File: config.mk
export PLATFORM = sky130hd
export DESIGN_NAME = seg7_banner_monitor
export DESIGN_NICKNAME = d
export VERILOG_FILES = /design/src/rtl/seg7_banner_monitor_pkg.sv /design/src/rtl/seg7_banner_monitor_decoder.sv /design/src/rtl/seg7_banner_monitor.sv
export SDC_FILE = /design/constraint.sdc
export NUM_CORES = 1
export LEC_CHECK = 0
export CAP_MARGIN = 20
export CORE_MARGIN = 8
export CORE_UTILIZATION = 44
export DETAILED_ROUTE_END_ITERATION = 8
export PLACE_DENSITY = 0.62
export REMOVE_ABC_BUFFERS = 1
export SLEW_MARGIN = 20
export SYNTH_ARGS = -nofsm -noshare
export SYNTH_HDL_FRONTEND = slang
export SYNTH_SLANG_ARGS = --single-unit
File: constraint.sdc
create_clock -name i_clock -period 3.41 [get_ports i_clock]
set_clock_uncertainty 0.1 [all_clocks]
set_input_delay 0.8525 -clock i_clock [delete_from_list [all_inputs] [get_ports i_clock]]
set_output_delay 0.8525 -clock i_clock [all_outputs]
set_load 0.05 [all_outputs]
File: src/rtl/seg7_banner_monitor_pkg.sv
// Shared constants for the 7-segment banner monitor: segment patterns,
// decoded codes, FSM encoding and small anode helpers.
package seg7_banner_monitor_pkg;

    // Active-low segment patterns, bit order {g,f,e,d,c,b,a}
    localparam logic [6:0] SEG_0     = 7'b1000000;
    localparam logic [6:0] SEG_1     = 7'b1111001;
    localparam logic [6:0] SEG_2     = 7'b0100100;
    localparam logic [6:0] SEG_3     = 7'b0110000;
    localparam logic [6:0] SEG_4     = 7'b0011001;
    localparam logic [6:0] SEG_5     = 7'b0010010;
    localparam logic [6:0] SEG_6     = 7'b0000010;
    localparam logic [6:0] SEG_7     = 7'b1111000;
    localparam logic [6:0] SEG_8     = 7'b0000000;
    localparam logic [6:0] SEG_9     = 7'b0010000;
    localparam logic [6:0] SEG_BLANK = 7'b1111111;

    localparam logic [3:0] CODE_BLANK = 4'hA;
    localparam logic [3:0] CODE_BAD   = 4'hF;

    // Capture FSM encoding
    localparam logic [1:0] ST_IDLE   = 2'b00;
    localparam logic [1:0] ST_SETTLE = 2'b01;
    localparam logic [1:0] ST_HELD   = 2'b10;

    // True when exactly one (active-low) anode is driven
    function automatic logic f_one_low(input logic [3:0] an);
        return (an == 4'b0111) || (an == 4'b1011) ||
               (an == 4'b1101) || (an == 4'b1110);
    endfunction

    // Slot index of the single low anode; only meaningful for legal samples
    function automatic logic [1:0] f_slot_idx(input logic [3:0] an);
        logic [1:0] idx;
        idx = 2'd0;
        case (an)
            4'b0111: idx = 2'd3;
            4'b1011: idx = 2'd2;
            4'b1101: idx = 2'd1;
            default: idx = 2'd0;
        endcase
        return idx;
    endfunction

endpackage

File: src/rtl/seg7_banner_monitor_decoder.sv
// Combinational segment-pattern to 4-bit code decoder. Digits 0-9 map to
// their value, all-off maps to blank, anything else is flagged bad.
module seg7_pattern_decoder
    import seg7_banner_monitor_pkg::*;
(
    input  logic [6:0] i_segment,
    output logic [3:0] o_code
);

    // Pattern lookup; unknown patterns fall through to the bad code
    always_comb begin
        o_code = CODE_BAD;
        case (i_segment)
            SEG_0:     o_code = 4'h0;
            SEG_1:     o_code = 4'h1;
            SEG_2:     o_code = 4'h2;
            SEG_3:     o_code = 4'h3;
            SEG_4:     o_code = 4'h4;
            SEG_5:     o_code = 4'h5;
            SEG_6:     o_code = 4'h6;
            SEG_7:     o_code = 4'h7;
            SEG_8:     o_code = 4'h8;
            SEG_9:     o_code = 4'h9;
            SEG_BLANK: o_code = CODE_BLANK;
            default:   o_code = CODE_BAD;
        endcase
    end

endmodule

File: src/rtl/seg7_banner_monitor.sv
// Reader for the multiplexed 7-segment banner bus. Double-registers the
// pins, waits for each digit to hold steady, decodes it into its slot and,
// once all four slots are seen, publishes the frame and classifies how it
// moved relative to the previous frame.
module seg7_banner_monitor
    import seg7_banner_monitor_pkg::*;
#(
    parameter int STABLE_CYCLES  = 4,
    parameter int TIMEOUT_CYCLES = 1024
) (
    input  logic        i_clock,
    input  logic        i_reset,
    input  logic        i_en,
    input  logic [3:0]  i_anode,
    input  logic [6:0]  i_segment,
    output logic [15:0] o_frame,
    output logic        o_frame_valid,
    output logic        o_shift_l,
    output logic        o_shift_r,
    output logic        o_same,
    output logic        o_bad_pattern,
    output logic        o_stalled
);

    localparam int SCW = $clog2(STABLE_CYCLES + 1);
    localparam int TOW = $clog2(TIMEOUT_CYCLES + 1);

    logic [3:0]       r_an_s1, r_an_s2;
    logic [6:0]       r_seg_s1, r_seg_s2;
    logic [1:0]       r_state;
    logic [SCW-1:0]   r_stab_cnt;
    logic [3:0]       r_lat_an;
    logic [6:0]       r_lat_seg;
    logic [3:0][3:0]  r_slots;
    logic [3:0]       r_seen;
    logic [TOW-1:0]   r_to_cnt;
    logic [15:0]      r_prev;
    logic             r_prev_valid;

    logic [3:0]       w_code;
    logic             w_legal;
    logic             w_match;
    logic [1:0]       w_idx;
    logic             w_capture;
    logic             w_timeout;
    logic [3:0][3:0]  w_slots_nxt;
    logic [3:0]       w_seen_nxt;
    logic             w_complete;
    logic [15:0]      w_new;
    logic             w_eq, w_shl, w_shr, w_bad;

    seg7_pattern_decoder u_dec (
        .i_segment (r_seg_s2),
        .o_code    (w_code)
    );

    // Two-stage input synchroniser; keeps sampling even while disabled
    always_ff @(posedge i_clock) begin
        if (!i_reset) begin
            r_an_s1  <= 4'h0;
            r_an_s2  <= 4'h0;
            r_seg_s1 <= 7'h0;
            r_seg_s2 <= 7'h0;
        end else begin
            r_an_s1  <= i_anode;
            r_an_s2  <= r_an_s1;
            r_seg_s1 <= i_segment;
            r_seg_s2 <= r_seg_s1;
        end
    end

    // Capture qualification, slot merge and frame classification
    always_comb begin
        w_legal   = f_one_low(r_an_s2);
        w_match   = (r_an_s2 == r_lat_an) && (r_seg_s2 == r_lat_seg);
        w_idx     = f_slot_idx(r_lat_an);
        w_timeout = i_en && (r_seen != 4'h0) &&
                    (r_to_cnt == TOW'(TIMEOUT_CYCLES - 1));
        // Timeout wins over a coincident capture: the partial frame is dropped
        w_capture = i_en && !w_timeout && (r_state == ST_SETTLE) && w_match &&
                    (r_stab_cnt == SCW'(STABLE_CYCLES - 1));

        w_slots_nxt = r_slots;
        w_seen_nxt  = r_seen;
        if (w_capture) begin
            w_slots_nxt[w_idx] = w_code;
            w_seen_nxt[w_idx]  = 1'b1;
        end
        w_complete = w_capture && (w_seen_nxt == 4'hF);
        w_new      = w_slots_nxt;

        w_eq  = r_prev_valid && (w_new == r_prev);
        w_shl = r_prev_valid && !w_eq && (w_new[15:4] == r_prev[11:0]);
        w_shr = r_prev_valid && !w_eq && !w_shl && (w_new[11:0] == r_prev[15:4]);
        w_bad = (w_new[15:12] == CODE_BAD) || (w_new[11:8] == CODE_BAD) ||
                (w_new[7:4]   == CODE_BAD) || (w_new[3:0]  == CODE_BAD);
    end

    // Settle FSM: one capture per anode activation, restart on any change
    always_ff @(posedge i_clock) begin
        if (!i_reset) begin
            r_state    <= ST_IDLE;
            r_stab_cnt <= '0;
            r_lat_an   <= 4'h0;
            r_lat_seg  <= 7'h0;
        end else if (i_en) begin
            if (w_timeout) begin
                r_state <= ST_IDLE;
            end else begin
                case (r_state)
                    ST_IDLE: begin
                        if (w_legal) begin
                            r_stab_cnt <= SCW'(1);
                            r_lat_an   <= r_an_s2;
                            r_lat_seg  <= r_seg_s2;
                            r_state    <= ST_SETTLE;
                        end
                    end
                    ST_SETTLE: begin
                        if (w_match) begin
                            if (w_capture) r_state <= ST_HELD;
                            else           r_stab_cnt <= r_stab_cnt + SCW'(1);
                        end else if (w_legal) begin
                            r_stab_cnt <= SCW'(1);
                            r_lat_an   <= r_an_s2;
                            r_lat_seg  <= r_seg_s2;
                        end else begin
                            r_state <= ST_IDLE;
                        end
                    end
                    ST_HELD: begin
                        if (!w_match) begin
                            if (w_legal) begin
                                r_stab_cnt <= SCW'(1);
                                r_lat_an   <= r_an_s2;
                                r_lat_seg  <= r_seg_s2;
                                r_state    <= ST_SETTLE;
                            end else begin
                                r_state <= ST_IDLE;
                            end
                        end
                    end
                    default: r_state <= ST_IDLE;
                endcase
            end
        end
    end

    // Slot store, seen mask, timeout watchdog and frame publication
    always_ff @(posedge i_clock) begin
        if (!i_reset) begin
            r_slots       <= '0;
            r_seen        <= 4'h0;
            r_to_cnt      <= '0;
            r_prev        <= 16'h0;
            r_prev_valid  <= 1'b0;
            o_frame       <= 16'h0;
            o_frame_valid <= 1'b0;
            o_shift_l     <= 1'b0;
            o_shift_r     <= 1'b0;
            o_same        <= 1'b0;
            o_bad_pattern <= 1'b0;
            o_stalled     <= 1'b0;
        end else begin
            o_frame_valid <= 1'b0;
            o_shift_l     <= 1'b0;
            o_shift_r     <= 1'b0;
            o_same        <= 1'b0;
            o_bad_pattern <= 1'b0;
            if (i_en) begin
                if (w_timeout) begin
                    r_seen    <= 4'h0;
                    r_to_cnt  <= '0;
                    o_stalled <= 1'b1;
                end else begin
                    r_slots <= w_slots_nxt;
                    if (w_complete) begin
                        r_seen        <= 4'h0;
                        r_to_cnt      <= '0;
                        o_frame       <= w_new;
                        o_frame_valid <= 1'b1;
                        o_same        <= w_eq;
                        o_shift_l     <= w_shl;
                        o_shift_r     <= w_shr;
                        o_bad_pattern <= w_bad;
                        o_stalled     <= 1'b0;
                        r_prev        <= w_new;
                        r_prev_valid  <= 1'b1;
                    end else begin
                        r_seen   <= w_seen_nxt;
                        r_to_cnt <= (r_seen != 4'h0) ? r_to_cnt + TOW'(1) : '0;
                    end
                end
            end
        end
    end

endmodule
==> results of run 1 <==
worst max-delay path, delay by kind of cell:
kind / cells / cell delay (ps)
XOR/XNOR: 1 / 150
multiplexers: 1 / 360
buffers and inverters: 2 / 740
AND/OR/NAND/NOR: 7 / 1300
worst max path at each step:
stage,from,end,slack (ps)
final,i_en,o_shift_r,130
after floorplan,i_en,r_to_cnt[5],30
after detailed placement,i_en,o_shift_r,-270
after CTS,r_to_cnt[0],o_shift_r,80
after global placement,i_en,o_shift_r,-220
after global routing,r_to_cnt[0],o_shift_r,-0.4
through the flow:
stage	area, um^2	setup WS (ps)	std cells
2_1_floorplan	5181	32.69	596
3_3_place_gp	6193	-216.9	839
3_5_place_dp	6193	-274.7	839
4_1_cts	6486	81.49	855
5_1_grt	6502	-0.4226	855
6_report	6502	133.4	855
layer usage:
| metal | wire, um | up-vias | track usage [%] |
|---|---|---|---|
| li1 | - | 2412 | - |
| met1 | 7448 | 2354 | 26.96 |
| met2 | 7268 | 158 | 30.35 |
| met3 | 1080 | 29 | 4.357 |
| met4 | 411 | 0 | 8.397 |
| met5 | 0 | - | 0 |
power groups by stage:
stage	clock network [mW]	registers [mW]	logic [mW]
finish	0.975	1.10	0.182
global route	1.04	1.10	0.193
CTS	1.01	1.10	0.179
detailed placement	0	1.12	0.178
global placement	0	1.12	0.178
floorplan	0	1.12	0.0929
cell families after synthesis:
family	after synthesis	synth area share [%]
XOR/XNOR	31	5.022
AO/OA/AOI/OAI	147	19.28
buffers and inverters	70	5.762
multiplexers	29	6.133
adder cells (fa/ha/maj)	7	1.620
flip-flops	92	34.07
AND/OR/NAND/NOR	267	28.12
repair_timing:
action / in CTS / in global routing
hold buffers: 0 / 0
endpoints found under the setup margin: 0 / 3
resized for setup: 0 / 5
placed cells by master, fill, tap and decap left out, drive strengths merged, types with 8 or more instances in the layout:
cell type      count
a21boi            14
a21oi             25
and2              49
buf               62
clkbuf            10
clkdlybuf4s50     34
dfxtp             92
inv               27
mux2i             25
nand2             54
nand2b            10
nand3             14
nand4             14
nor2              30
nor2b             36
nor3              11
nor3b             10
nor4              10
o21a               8
o21ai             25
xnor2             28
registers in the layout, indices dropped and copies added, names as in the netlist, 2 cells and up:
register / flops
r_prev: 16
r_slots: 16
r_to_cnt: 11
r_lat_seg: 7
r_seg_s1: 7
r_seg_s2: 7
r_an_s1: 4
r_an_s2: 4
r_lat_an: 4
r_seen: 4
r_stab_cnt: 3
r_state: 2
area by class of cell:
type | instances | area, um^2 | area share, %
clock inverters | 6 | 53.80 | 0.8274
clock buffers | 10 | 239.0 | 3.675
well taps | 147 | 183.9 | 2.829
multi-input cells | 481 | 3269 | 50.28
repair buffers | 96 | 828.3 | 12.74
flip-flops and latches | 92 | 1842 | 28.32
inverters | 23 | 86.33 | 1.328
==> impl_metrics.tcl, run 1 <==
set metrics [dict create \
    crit_path_start_kind "input pin" \
    num_rows 40 \
    via_per_inst 5.793 \
    fin_crit_ps 3277 \
    antenna_found_initial 0 \
    yosysTopAreaCellShare_pct 34.07 \
    timing.rr.end "o_shift_r" \
    p_per_area_mw_per_mm2 346.9 \
    grt_overflow_total 0 \
    r2r-start "r_to_cnt[1]" \
    io_pins 36 \
    gp_congestion 0.9567 \
    totalWireLength_mm 16.21 \
    drive_gt1_share_pct 14.41 \
    cp_max_fo 13 \
    cts_root_buf "clkbuf_16" \
    worstSetupEndpointType "register" \
    ys.flop_type "dfxtp_1" \
    ir_drop_v 0.0002998 \
    die_x_um 126.9 \
    power_frac_comb_pct 8.1 \
    tns_ps 0 \
    crit_chain "clkdlybuf4s50_1 > and3_1 > nand4_1 > nor4b_4 > buf_4 > and2_1 > mux2_2 > xor2_1 > nor4_2 > nand4_1 > and4_1" \
    ys_seq_area_share_pct 34.07 \
    syn_inst 643 \
    slowest_stage "clkdlybuf4s50_1" \
    wl_per_cell_um 18.96 \
    drc 0 \
    fmax_mhz 305.2 \
    tightest_slew_ps 583.6 \
    outcome "finished, final reports clean" \
    p_seq_share_pct 48.7 \
    core_mm2 0.01201 \
    cts.clk_slew.worst_paths_ps 70 \
    crit_arrival_ps 3420 \
    cts_buffers 9 \
    synth_area_mm2 0.005406 \
    power.internal_mw 1.692 \
    drv_slew 0 \
    drt_iter0_markers 351 \
    holdWs_ps 324.8 \
    holdPathEnd "r_seg_s2[2]" \
    finalSetupViolations 0 \
    cts.path.max_buffers 2 \
    pwr-share-clk_pct 43.2 \
    die_area_mm2 0.01609 \
    p_total_mw 2.256 \
    synthTopCellsByArea "dfxtp_1 34%, and2_1 5.4%, xnor2_1 4.5%" \
    synthArstFlopShare_pct 0 \
    synth_edf_count 0 \
    crit_top_cell "nand4_1" \
    drv_cap 0 \
    cts_tree "built" \
    cp_data_required_time_ps 3560 \
    die_h_um 126.9 \
    syn_area_per_cell_um2 8.408 \
    synthTopCellsByCount "92 x dfxtp_1, 53 x nand2_1, 47 x and2_1" \
    synth.ff_latch_count 92 \
    utilization_pct 54.14 \
    grt_pass1_wl_mm 25.35 \
    grt_pass1_vias 4693 \
    cpPeakStageDelay_ps 500 \
    worst-r2r-cell-count 12 \
    grt_max_degree 79 \
    synth.most_common_cell "dfxtp_1" \
    slew_headroom_pct 61.09 \
    hold_viol_final 0 \
    track_usage_pct 20.07 \
    p_leak_nw 2.545 \
    portBuffers 35 \
    yosysWarningCount 0 \
    yosysTopAreaCell "dfxtp_1" \
    p_switching_mw 0.5633 \
    worstHoldPathCells 1 \
    diodes 0 \
    post-cts-setup-buffers 0 \
    dr_total_vias 4953 \
    period_share_pct 96.09 \
    dp_hpwl_mm 12.21 \
    r2r_setup_slack_ps 150 \
    ctsHtreeMaxLevel 3 \
    hold_path_class "reg -> reg" \
    crit_type "in -> reg" \
    ant_nets 0 \
    insertion_delay_ps 350 \
    nets 724 \
    firstDrtPassIters 5 \
    swShare_pct 24.97 \
    start_util_pct 45.01 \
    ys_types 74 \
    min_from "r_seg_s1[2]" \
    synthToLayoutAreaGrowth_pct 20.27 \
    n_fill_cell 1143 \
    clock_sink_count 92 \
]
Note: power is estimated with default switching activity, not from simulation.
==> inputs of run 2 (changes only) <==
ABC_CLOCK_PERIOD_IN_PS = 3410   (was not set)
==> results of run 2 <==
Final layout, timing and power as in run 1 (identical DEF).
==> inputs of run 3 (changes only) <==
CORE_UTILIZATION = 45   (was 44)
PLACE_DENSITY = 0.63   (was 0.62)
==> run 3 against run 2 <==
Net effect:
- sequential cell count is the same
- largest power group unchanged
- total power shrank 0.64%
- wire length shrank 0.51%
- core utilization grew 0.85 points
- cell count grew 0.23%
- register-to-register slack gained 20 ps
- critical path type unchanged
- largest cell class unchanged
- hold slack gained 7.8 ps
==> impl_metrics.tcl, run 3 (same netlist as run 1, synthesis figures left out) <==
set metrics [dict create \
    totalWireLength_mm 16.13 \
    cts_root_buf "clkbuf_16" \
    post-cts-setup-buffers 0 \
    tightest_slew_ps 507.9 \
    hold_path_class "reg -> reg" \
    crit_type "in -> reg" \
    ant_nets 0 \
    firstDrtPassIters 6 \
    drive_gt1_share_pct 14.65 \
    portBuffers 35 \
    crit_path_start_kind "input pin" \
    slew_headroom_pct 66.04 \
    die_x_um 125.6 \
    num_rows 40 \
    tns_ps 0 \
    grt_overflow_total 0 \
    cts_buffers 9 \
    drv_cap 0 \
    ctsHoldBuffers 0 \
    period_share_pct 96.94 \
    hold_viol_final 0 \
    drv_slew 0 \
    fmax_mhz 302.5 \
    io_pins 36 \
    fin_crit_ps 3306 \
    ctsHtreeMaxLevel 3 \
    core_mm2 0.01186 \
    utilization_pct 54.99 \
    cts_tree "built" \
    largestRegisters "r_prev x16, r_slots x16, r_to_cnt x11" \
    post_cts_resized 0 \
    die_h_um 125.6 \
    finalSetupViolations 0 \
    wl_per_cell_um 18.82 \
    gp_congestion 0.9696 \
    worstSetupEndpointType "register" \
    die_area_mm2 0.01578 \
    drc 0 \
    grt_pass1_wl_mm 25.83 \
    drt_iter0_markers 477 \
    insertion_delay_ps 360 \
    synthToLayoutAreaGrowth_pct 20.64 \
    nets 726 \
    p_per_area_mw_per_mm2 343.6 \
    via_per_inst 5.817 \
    track_usage_pct 20.68 \
    clock_sink_count 92 \
    dr_total_vias 4985 \
    dp_hpwl_mm 12.30 \
    crit_arrival_ps 3460 \
    timing.final.ws_setup_ps 104.2 \
    cts.path.max_buffers 2 \
    rsz0062_at_grt "false" \
    grt_pass1_vias 4746 \
    ir_drop_v 0.0002982 \
    start_util_pct 45.58 \
    cp_data_required_time_ps 3560 \
    grt_max_degree 50 \
    layout_commonest_cell "dfxtp_1" \
    diodes 0 \
    cts.clk_slew.worst_paths_ps 70 \
    outcome "finished, final reports clean" \
    cp_max_fo 7 \
    pre_cts_ws_ps -207.1 \
    final_cell_mix "92 x dfxtp_1, 61 x buf_4, 53 x nand2_1" \
    antenna_found_initial 0 \
    p_leak_nw 2.571 \
]
==> run 3: area by class of cell <==
| type | count | area [um^2] |
|---|---|---|
| sequential | 92 | 1842 |
| multi-input combinational | 481 | 3281 |
| timing repair buffer | 98 | 843.3 |
| clock buffer | 10 | 239.0 |
| fill | 1148 | 5339 |
| clock inverter | 6 | 47.55 |
| inverter | 23 | 86.33 |
| tap | 147 | 183.9 |
==> run 3: worst max-delay path, stage by stage <==
cell	delay, ps
clkdlybuf4s50_1	520
and3_1	170
nand4_1	140
nor4b_4	220
buf_4	200
and2_1	280
mux2i_2	300
inv_1	110
a221oi_2	320
a31oi_1	150
and4_1	190
==> run 3: through the flow <==
| stage | total power [mW] | hold WS [ps] | cell area, um^2 | std cells |
|---|---|---|---|---|
| final | 2.241 | 332.6 | 6523 | 857 |
| after global routing | 2.321 | 343.1 | 6523 | 857 |
| after CTS | 2.258 | 334.4 | 6495 | 857 |
| after detailed placement | 1.295 | 317.9 | 6208 | 841 |
| after global placement | 1.295 | 314.6 | 6208 | 841 |
| after floorplan | 1.213 | 311.8 | 5181 | 596 |
==> run 3: path summary, 6_finish.rpt <==
kind / cells after the start / startpoint / slack [ps] / end
worst max-delay path: 11 / i_en / 100 / o_shift_r
worst min-delay path: 1 / r_an_s1[0] / 330 / r_an_s2[0]
worst min register to register: 1 / r_an_s1[0] / 330 / r_an_s2[0]
worst max register to register: 12 / r_to_cnt[0] / 170 / o_shift_r
==> run 3: layer usage <==
| metal | global-route usage [%] | wire, um | vias up | part of all wire [%] |
|---|---|---|---|---|
| li1 | - | - | 2416 | - |
| met1 | 26.61 | 7424 | 2356 | 46 |
| met2 | 32.45 | 7137 | 182 | 44 |
| met3 | 5.485 | 1177 | 31 | 7.3 |
| met4 | 7.736 | 388 | 0 | 2.4 |
| met5 | 0 | 0 | - | 0 |
==> run 3: power by group <==
group / switching (mW) / leakage, nW / internal (mW)
Combinational: 0.101 / 1.69 / 0.0741
Sequential: 0.0125 / 0.746 / 1.09
Clock: 0.448 / 0.139 / 0.519
